<file path="config.mk">
export PLATFORM = sky130hd
export DESIGN_NAME = ir_queue
export DESIGN_NICKNAME = d
export VERILOG_FILES = /design/src/rtl/ir_queue.sv
export SDC_FILE = /design/constraint.sdc
export NUM_CORES = 1
export LEC_CHECK = 0
export ABC_AREA = 1
export BUFFER_PORTS_ARGS = -buffer_cell sky130_fd_sc_hd__buf_4
export CAP_MARGIN = 20
export CORE_AREA = 2 2 138 140
export CTS_BUF_LIST = sky130_fd_sc_hd__clkbuf_8
export DETAILED_ROUTE_END_ITERATION = 8
export DIE_AREA = 0 0 140 142
export PLACE_DENSITY_LB_ADDON = 0.1
export SLEW_MARGIN = 20
export SYNTH_ARGS = -nofsm -noshare
export SYNTH_HDL_FRONTEND = slang
export SYNTH_SLANG_ARGS = --single-unit
</file>
<file path="constraint.sdc">
create_clock -name clock -period 2.24 [get_ports clock]
set_input_delay 0.448 -clock clock [delete_from_list [all_inputs] [get_ports clock]]
set_output_delay 0.448 -clock clock [all_outputs]
set_load 0.1 [all_outputs]
</file>
<file path="src/rtl/ir_queue.sv">
// Instruction-register queue: a DEPTH-entry circular buffer of 32-bit words
// whose head word is decoded into MIPS-style fields.
//
// Handshake: a push is taken when ir_write=1, full=0 and flush=0; a pop is
// taken when ir_read=1, valid=1 and flush=0. A push while full is dropped and
// reported by a one-cycle overflow pulse. flush overrides both.
module ir_queue #(
  parameter int          DEPTH       = 4,
  parameter logic [31:0] RESET_INSTR = 32'h0000_0000
) (
  input  logic                       clock,
  input  logic                       reset,
  input  logic                       flush,
  input  logic                       ir_write,
  input  logic [31:0]                write_data,
  input  logic                       ir_read,
  output logic                       full,
  output logic                       valid,
  output logic [$clog2(DEPTH):0]     count,
  output logic                       overflow,
  output logic [5:0]                 opcode,
  output logic [4:0]                 rs,
  output logic [4:0]                 rt,
  output logic [4:0]                 rd,
  output logic [4:0]                 shamt,
  output logic [5:0]                 funct,
  output logic [15:0]                address_immediate,
  output logic [25:0]                jump_target
);

  localparam int PW = $clog2(DEPTH);
  localparam int CW = PW + 1;

  logic [31:0]   mem_q [DEPTH];
  logic [PW-1:0] wr_ptr_q, wr_ptr_d;
  logic [PW-1:0] rd_ptr_q, rd_ptr_d;
  logic [CW-1:0] count_q, count_d;
  logic          overflow_q, overflow_d;
  logic          push_ok, pop_ok;
  logic [31:0]   head_word;

  // Status comes only from the registered count, never from this cycle's inputs.
  assign full  = (count_q == CW'(DEPTH));
  assign valid = (count_q != '0);
  assign count = count_q;
  assign overflow = overflow_q;

  assign push_ok = ir_write && !full && !flush;
  assign pop_ok  = ir_read && valid && !flush;

  // Pointers are power-of-two wide, so natural rollover gives the wrap.
  always_comb begin
    wr_ptr_d   = wr_ptr_q;
    rd_ptr_d   = rd_ptr_q;
    count_d    = count_q;
    overflow_d = ir_write && full && !flush;
    if (flush) begin
      wr_ptr_d = '0;
      rd_ptr_d = '0;
      count_d  = '0;
    end else begin
      if (push_ok) wr_ptr_d = wr_ptr_q + 1'b1;
      if (pop_ok)  rd_ptr_d = rd_ptr_q + 1'b1;
      case ({push_ok, pop_ok})
        2'b10:   count_d = count_q + 1'b1;
        2'b01:   count_d = count_q - 1'b1;
        default: count_d = count_q;
      endcase
    end
  end

  always_ff @(posedge clock or posedge reset) begin
    if (reset) begin
      wr_ptr_q   <= '0;
      rd_ptr_q   <= '0;
      count_q    <= '0;
      overflow_q <= 1'b0;
    end else begin
      wr_ptr_q   <= wr_ptr_d;
      rd_ptr_q   <= rd_ptr_d;
      count_q    <= count_d;
      overflow_q <= overflow_d;
    end
  end

  // Storage is not reset; the count alone decides which words are live.
  always_ff @(posedge clock) begin
    if (push_ok) mem_q[wr_ptr_q] <= write_data;
  end

  assign head_word = valid ? mem_q[rd_ptr_q] : RESET_INSTR;

  assign opcode            = head_word[31:26];
  assign rs                = head_word[25:21];
  assign rt                = head_word[20:16];
  assign rd                = head_word[15:11];
  assign shamt             = head_word[10:6];
  assign funct             = head_word[5:0];
  assign address_immediate = head_word[15:0];
  assign jump_target       = head_word[25:0];

endmodule

</file>
Word level (Yosys, flattened, before mapping)
Memories as Yosys holds them, arrays and structs flattened.
Index checks and enable logic that the tools add are counted.
W data, S select, Z words.

storage, ports and cells
  flip-flop bits (word level) = 8
  memory bits (writable) = 128
  bits of input ports = 37
  output and inout port bits = 80
  word-level logic and storage cells = 33
  memories kept = 1

memories
  name   depth  width  rd ports  clocked after Yosys merged registers in  write ports  line  text
  mem_q  4      32     1         0                                        1            34    logic [31:0] mem_q [DEPTH];

cells by class
  $add $sub $neg = 4
  eq/ne operators = 3
  multiplexer cells = 9
  reductions and logical operators = 12

operator list
  cell                   count
  $mux W32               1
  $mux W2                4
  $logic_and A1 B1 Y1    6
  $pmux W3 S2            1
  $reduce_bool A3 Y1     2
  $add A2 B1 Y2 const B  2
  $reduce_bool A2 Y1     2
  $add A3 B1 Y3 const B  1
  $eq A3 B3 Y1 const B   1
  $mux W3                1
  $sub A3 B1 Y3 const B  1
  $eq A2 B1 Y1 const B   1
  $eq A2 B2 Y1 const B   1
  $logic_not A1 Y1       2
  $mux W1                2

Longest topological paths before layout
  depth after elaboration = 7
  depth in mapped cells = 12
  depth with buffers taken out = 12

Worst setup path after synthesis
No wires, ideal clock.

  path kind = reg2out
  start point = register count_q[2] (netlist: count[2])
  end point = output port funct[1]
  data arrival time = 4.311 ns
  required time = 1.792 ns
  slack = -2.519 ns
  stages on the path, launching flop included = 7
  buffers on the path = 2
  cells stage by stage = dfrtp_1 -> inv_2 -> nand2_1 -> inv_1 -> buf_2 -> a21oi_1 -> buf_4

between the ends
  word-level cells in the longest chain between the ends = 2

ends and longest elaborated chain
  item                      line  text
  start: declaration        37    logic [CW-1:0] count_q, count_d;
  start signal: assignment  81    count_q <= count_d;
  $reduce_bool A3 Y1        44    assign valid = (count_q != '0);
  named net valid           18    output logic valid,
  $mux W32                  91    assign head_word = valid ? mem_q[rd_ptr_q] : RESET_INSTR;
  end: declaration          26    output logic [5:0] funct,

The timed path passes the listed nets, and every way through them passes these cells.

Worst setup path in the final report
  start point = register rd_ptr_q[0]
  end point = output port address_immediate[7]

between the ends
  word-level cells in the longest chain between the ends = 2

ends and longest elaborated chain
  item                      line  text
  start: declaration        36    logic [PW-1:0] rd_ptr_q, rd_ptr_d;
  start signal: assignment  80    rd_ptr_q <= rd_ptr_d;
  $mem_v2 Z4 W32            -
  $mux W32                  91
  end: declaration          27    output logic [15:0] address_immediate,

No other way between the ends.

==> metrics.md <==
| Metric | Value |
|---|---|
| Status | `complete, but fails checks` |
| Violated checks | `DRC, setup timing` |
| CTS clk-pin slew, worst paths | `0.08 ns` |
| Area delta synth->final | `49.15%` |
| CP delay by family, top | `buffers and inverters` |
| Setup WS post-layout | `-0.1220 ns` |
| Via count | `3805` |
| Fin Hold WS | `0.2109 ns` |
| Distinct cells, synth | `25` |
| Die W | `140 um` |
| I/O Buffers | `116` |
| Yosys top cell area share | `66.19%` |
| R2R Path Start | `count[0]` |
| Post-Syn Nets | `532` |
| DP HPWL | `8533 um` |
| Synth Flop Type | `edfxtp_1` |
| Crit path max fanout | `26` |
| EDFF count, synth | `128` |
| Critical path required time | `1.79 ns` |
| First-pass GRT wire length | `21990 um` |
| Starting DRC count in detailed routing | `233` |
| Die area | `19880 um2` |
| CP peak stage delay | `0.47 ns` |
| Crit path arrival time | `1.91 ns` |
| Placed Cells | `795` |
| Slew Viols, Final | `0` |
| Clock sinks | `136` |
| Synth top area cells | `edfxtp_1 (66%), nor2_1 (8.7%), buf_4 (5.9%)` |
| Slowest-stage cell, CP | `dfrtp_2` |
| Initial antenna violation count | `0` |
| Relative slew slack | `75.17%` |
| CTS tree | `built` |
| Antenna Nets Post-Route | `0` |
| Non-Filler Instances | `838` |
| Nets | `633` |
| Post-synthesis sequential area ratio | `69.64%` |
| Post-synthesis cell count | `490` |
| Post-Syn Area | `5807 um2` |
| Worst-margin pin slew | `0.3686 ns` |
| Cell Pwr Density | `1202 nW/um2` |
| Final setup fails | `69` |
| Clock Power Share | `18.0%` |
| CTS max path bufs | `2` |
| Std-Cell Rows | `50` |
| TritonRoute pass-1 iters | `8` |
| Clock Skew | `0.008775 ns` |
| Total CTS buffers | `17` |
| Sw Ratio | `45.89%` |
| ANT cells | `0` |
| Initial cell density of the core | `31.46%` |
| Setup repair after global routing missed its margin | `true` |
| Worst Min Path Start | `write_data[6]` |
| H-tree Lvls | `4` |
| Wire per inst | `16.72 um` |
| Layout cells sized above 1 | `38.91%` |
| Synthesis-stage register bit count | `136` |
| Number of global-route vias before repair | `3941` |
| Sum Neg Setup Slack | `-4.296 ns` |
| Crit-path most repeated cell | `buf_12` |
| DRC | `9` |
| I/O pin cnt | `117` |
| Final Cell Area | `8661 um2` |
| HP Class | `primary input to flop` |
| Final Hold Vio Count | `0` |
| Power share of the combinational group | `54.1%` |
| CTS root buf | `clkbuf_8` |
| Pint | `5633 uW` |
| Final period util | `105.4%` |
| CP Buf/Inv Count | `4` |
| Post-synth top area cell | `edfxtp_1` |
| Dpl cell area | `7243 um2` |
| Part of the power in registers | `27.9%` |
| Tmin final | `2.362 ns` |
| Max Cap Viol | `0` |
| Largest net degree at the start of global routing | `29` |
| Core area | `18460 um2` |
| Mapped Avg Cell Area | `11.85 um2` |
| Fill cells | `1623` |
| Grt ovf | `0` |
| CP Launch Type | `flop` |
| Tot GR Track Use | `14.78%` |
| WS Path Type | `flop to primary output` |
| Routed WL | `14010 um` |
| Drt via density | `4.541` |
| Switch Pwr | `4778 uW` |
| Peak supply drop | `0.7496 mV` |
| Asr flop ratio synth | `5.882%` |
| Die height | `142 um` |
| Critical path startpoint | `rd_ptr_q[0]` |
| Crit end category | `primary output` |
| Leakage | `0.003131 uW` |
| Max Freq | `423.4 MHz` |
| Warnings, synthesis | `0` |
| Critical Path, Cell by Cell | `inv_4, buf_12, o21ai_1, a21oi_4, buf_4, buf_12` |
| Placer Congestion | `0.7200` |
| Worst-skew pair later-pin latency | `0.44 ns` |
cell type report:
class	instances	area, um2	area share [%]
flip-flops and latches	136	4058	46.85
repair buffers	147	2176	25.12
multi-input cells	271	1677	19.36
well taps	234	292.8	3.381
clock buffers	17	234.0	2.702
clock inverters	15	138.9	1.604
inverters	18	85.08	0.9824
layout by cell type (no fill, tap or decap), types with 4 or more instances in the layout:
cell / n
edfxtp_1: 128
inv_2: 5
buf_4: 56
o21ai_1: 51
buf_8: 14
a21oi_4: 33
o21ai_0: 14
ha_1: 4
clkinvlp_4: 4
clkbuf_8: 17
nand2_1: 18
nor2_1: 131
buf_12: 72
nor2_4: 5
inv_1: 12
clkinv_2: 4
synth_stat cells (all sizes together) (2+ instances only):
| cell type | count |
|---|---|
| buf | 57 |
| o21ai | 68 |
| nand3 | 2 |
| inv | 18 |
| a21oi | 35 |
| nand2 | 22 |
| clkbuf | 8 |
| ha | 4 |
| dfrtp | 8 |
| nor2 | 136 |
| edfxtp | 128 |
repair_timing:
action                     CTS  global route
buffers inserted             7             0
cloned                       3             0
setup endpoints to repair   74            74
resized for setup          183            47
hold endpoints to repair     8             0
hold buffers                 1             0
pin swaps                   13             5
path summary, 6_finish.rpt:
| kind | endpoint | slack [ns] | depth (start not counted) |
|---|---|---|---|
| setup / recovery | address_immediate[7] | -0.12 | 6 |
| hold / removal | mem_q[1][6] | 0.21 | 1 |
| setup reg to reg | count[2] | 0.18 | 11 |
| hold reg to reg | wr_ptr_q[1] | 0.64 | 2 |
| max in group asynchronous | count[2] | 1.42 | 3 |
| min in group asynchronous | count[0] | 0.53 | 3 |
power by group through the flow:
| stage | Combinational [uW] | Sequential, uW | Clock (uW) |
|---|---|---|---|
| after floorplan | 4390 | 3020 | 0 |
| after global placement | 4480 | 2970 | 0 |
| after detailed placement | 4490 | 2970 | 0 |
| after CTS | 5460 | 2900 | 1950 |
| after global routing | 5800 | 2910 | 2060 |
| final | 5630 | 2910 | 1880 |
per-stage QoR:
| step | setup WS, ns | utilization, % | total power (uW) |
|---|---|---|---|
| floorplan | -0.5068 | - | 7407 |
| global placement | 0.2303 | 39.25 | 7441 |
| detailed placement | 0.1462 | 39.25 | 7452 |
| CTS | -0.1446 | 45.99 | 10320 |
| global route | -0.2471 | 46.93 | 10780 |
| finish | -0.1220 | 46.93 | 10410 |
per-layer routing:
| layer | vias up | wire [um] | track usage, % |
|---|---|---|---|
| li1 | 1852 | - | - |
| met1 | 1842 | 6123 | 18.66 |
| met2 | 100 | 7082 | 24.68 |
| met3 | 11 | 674 | 4.441 |
| met4 | 0 | 129 | 4.466 |
| met5 | - | 0 | 0 |
cell families (layout without fill, tap and decap cells):
family                     Yosys count  count (layout)  share of synthesized area, %
DFF                                136             136                         69.64
AOI/OAI and AO/OA                  104             104                         9.265
buffers and inverters               83             197                         8.684
and+or+nand+nor                    161             161                         11.05
adders and majority gates            5               5                         1.207
xor gates and xnor gates             1               1                        0.1509
flip-flops by register name, indices dropped and copies added (netlist names):
name      flops
overflow      1
rd_ptr_q      2
wr_ptr_q      2
count         3
mem_q       128
Note: power is estimated with default switching activity, not from simulation.
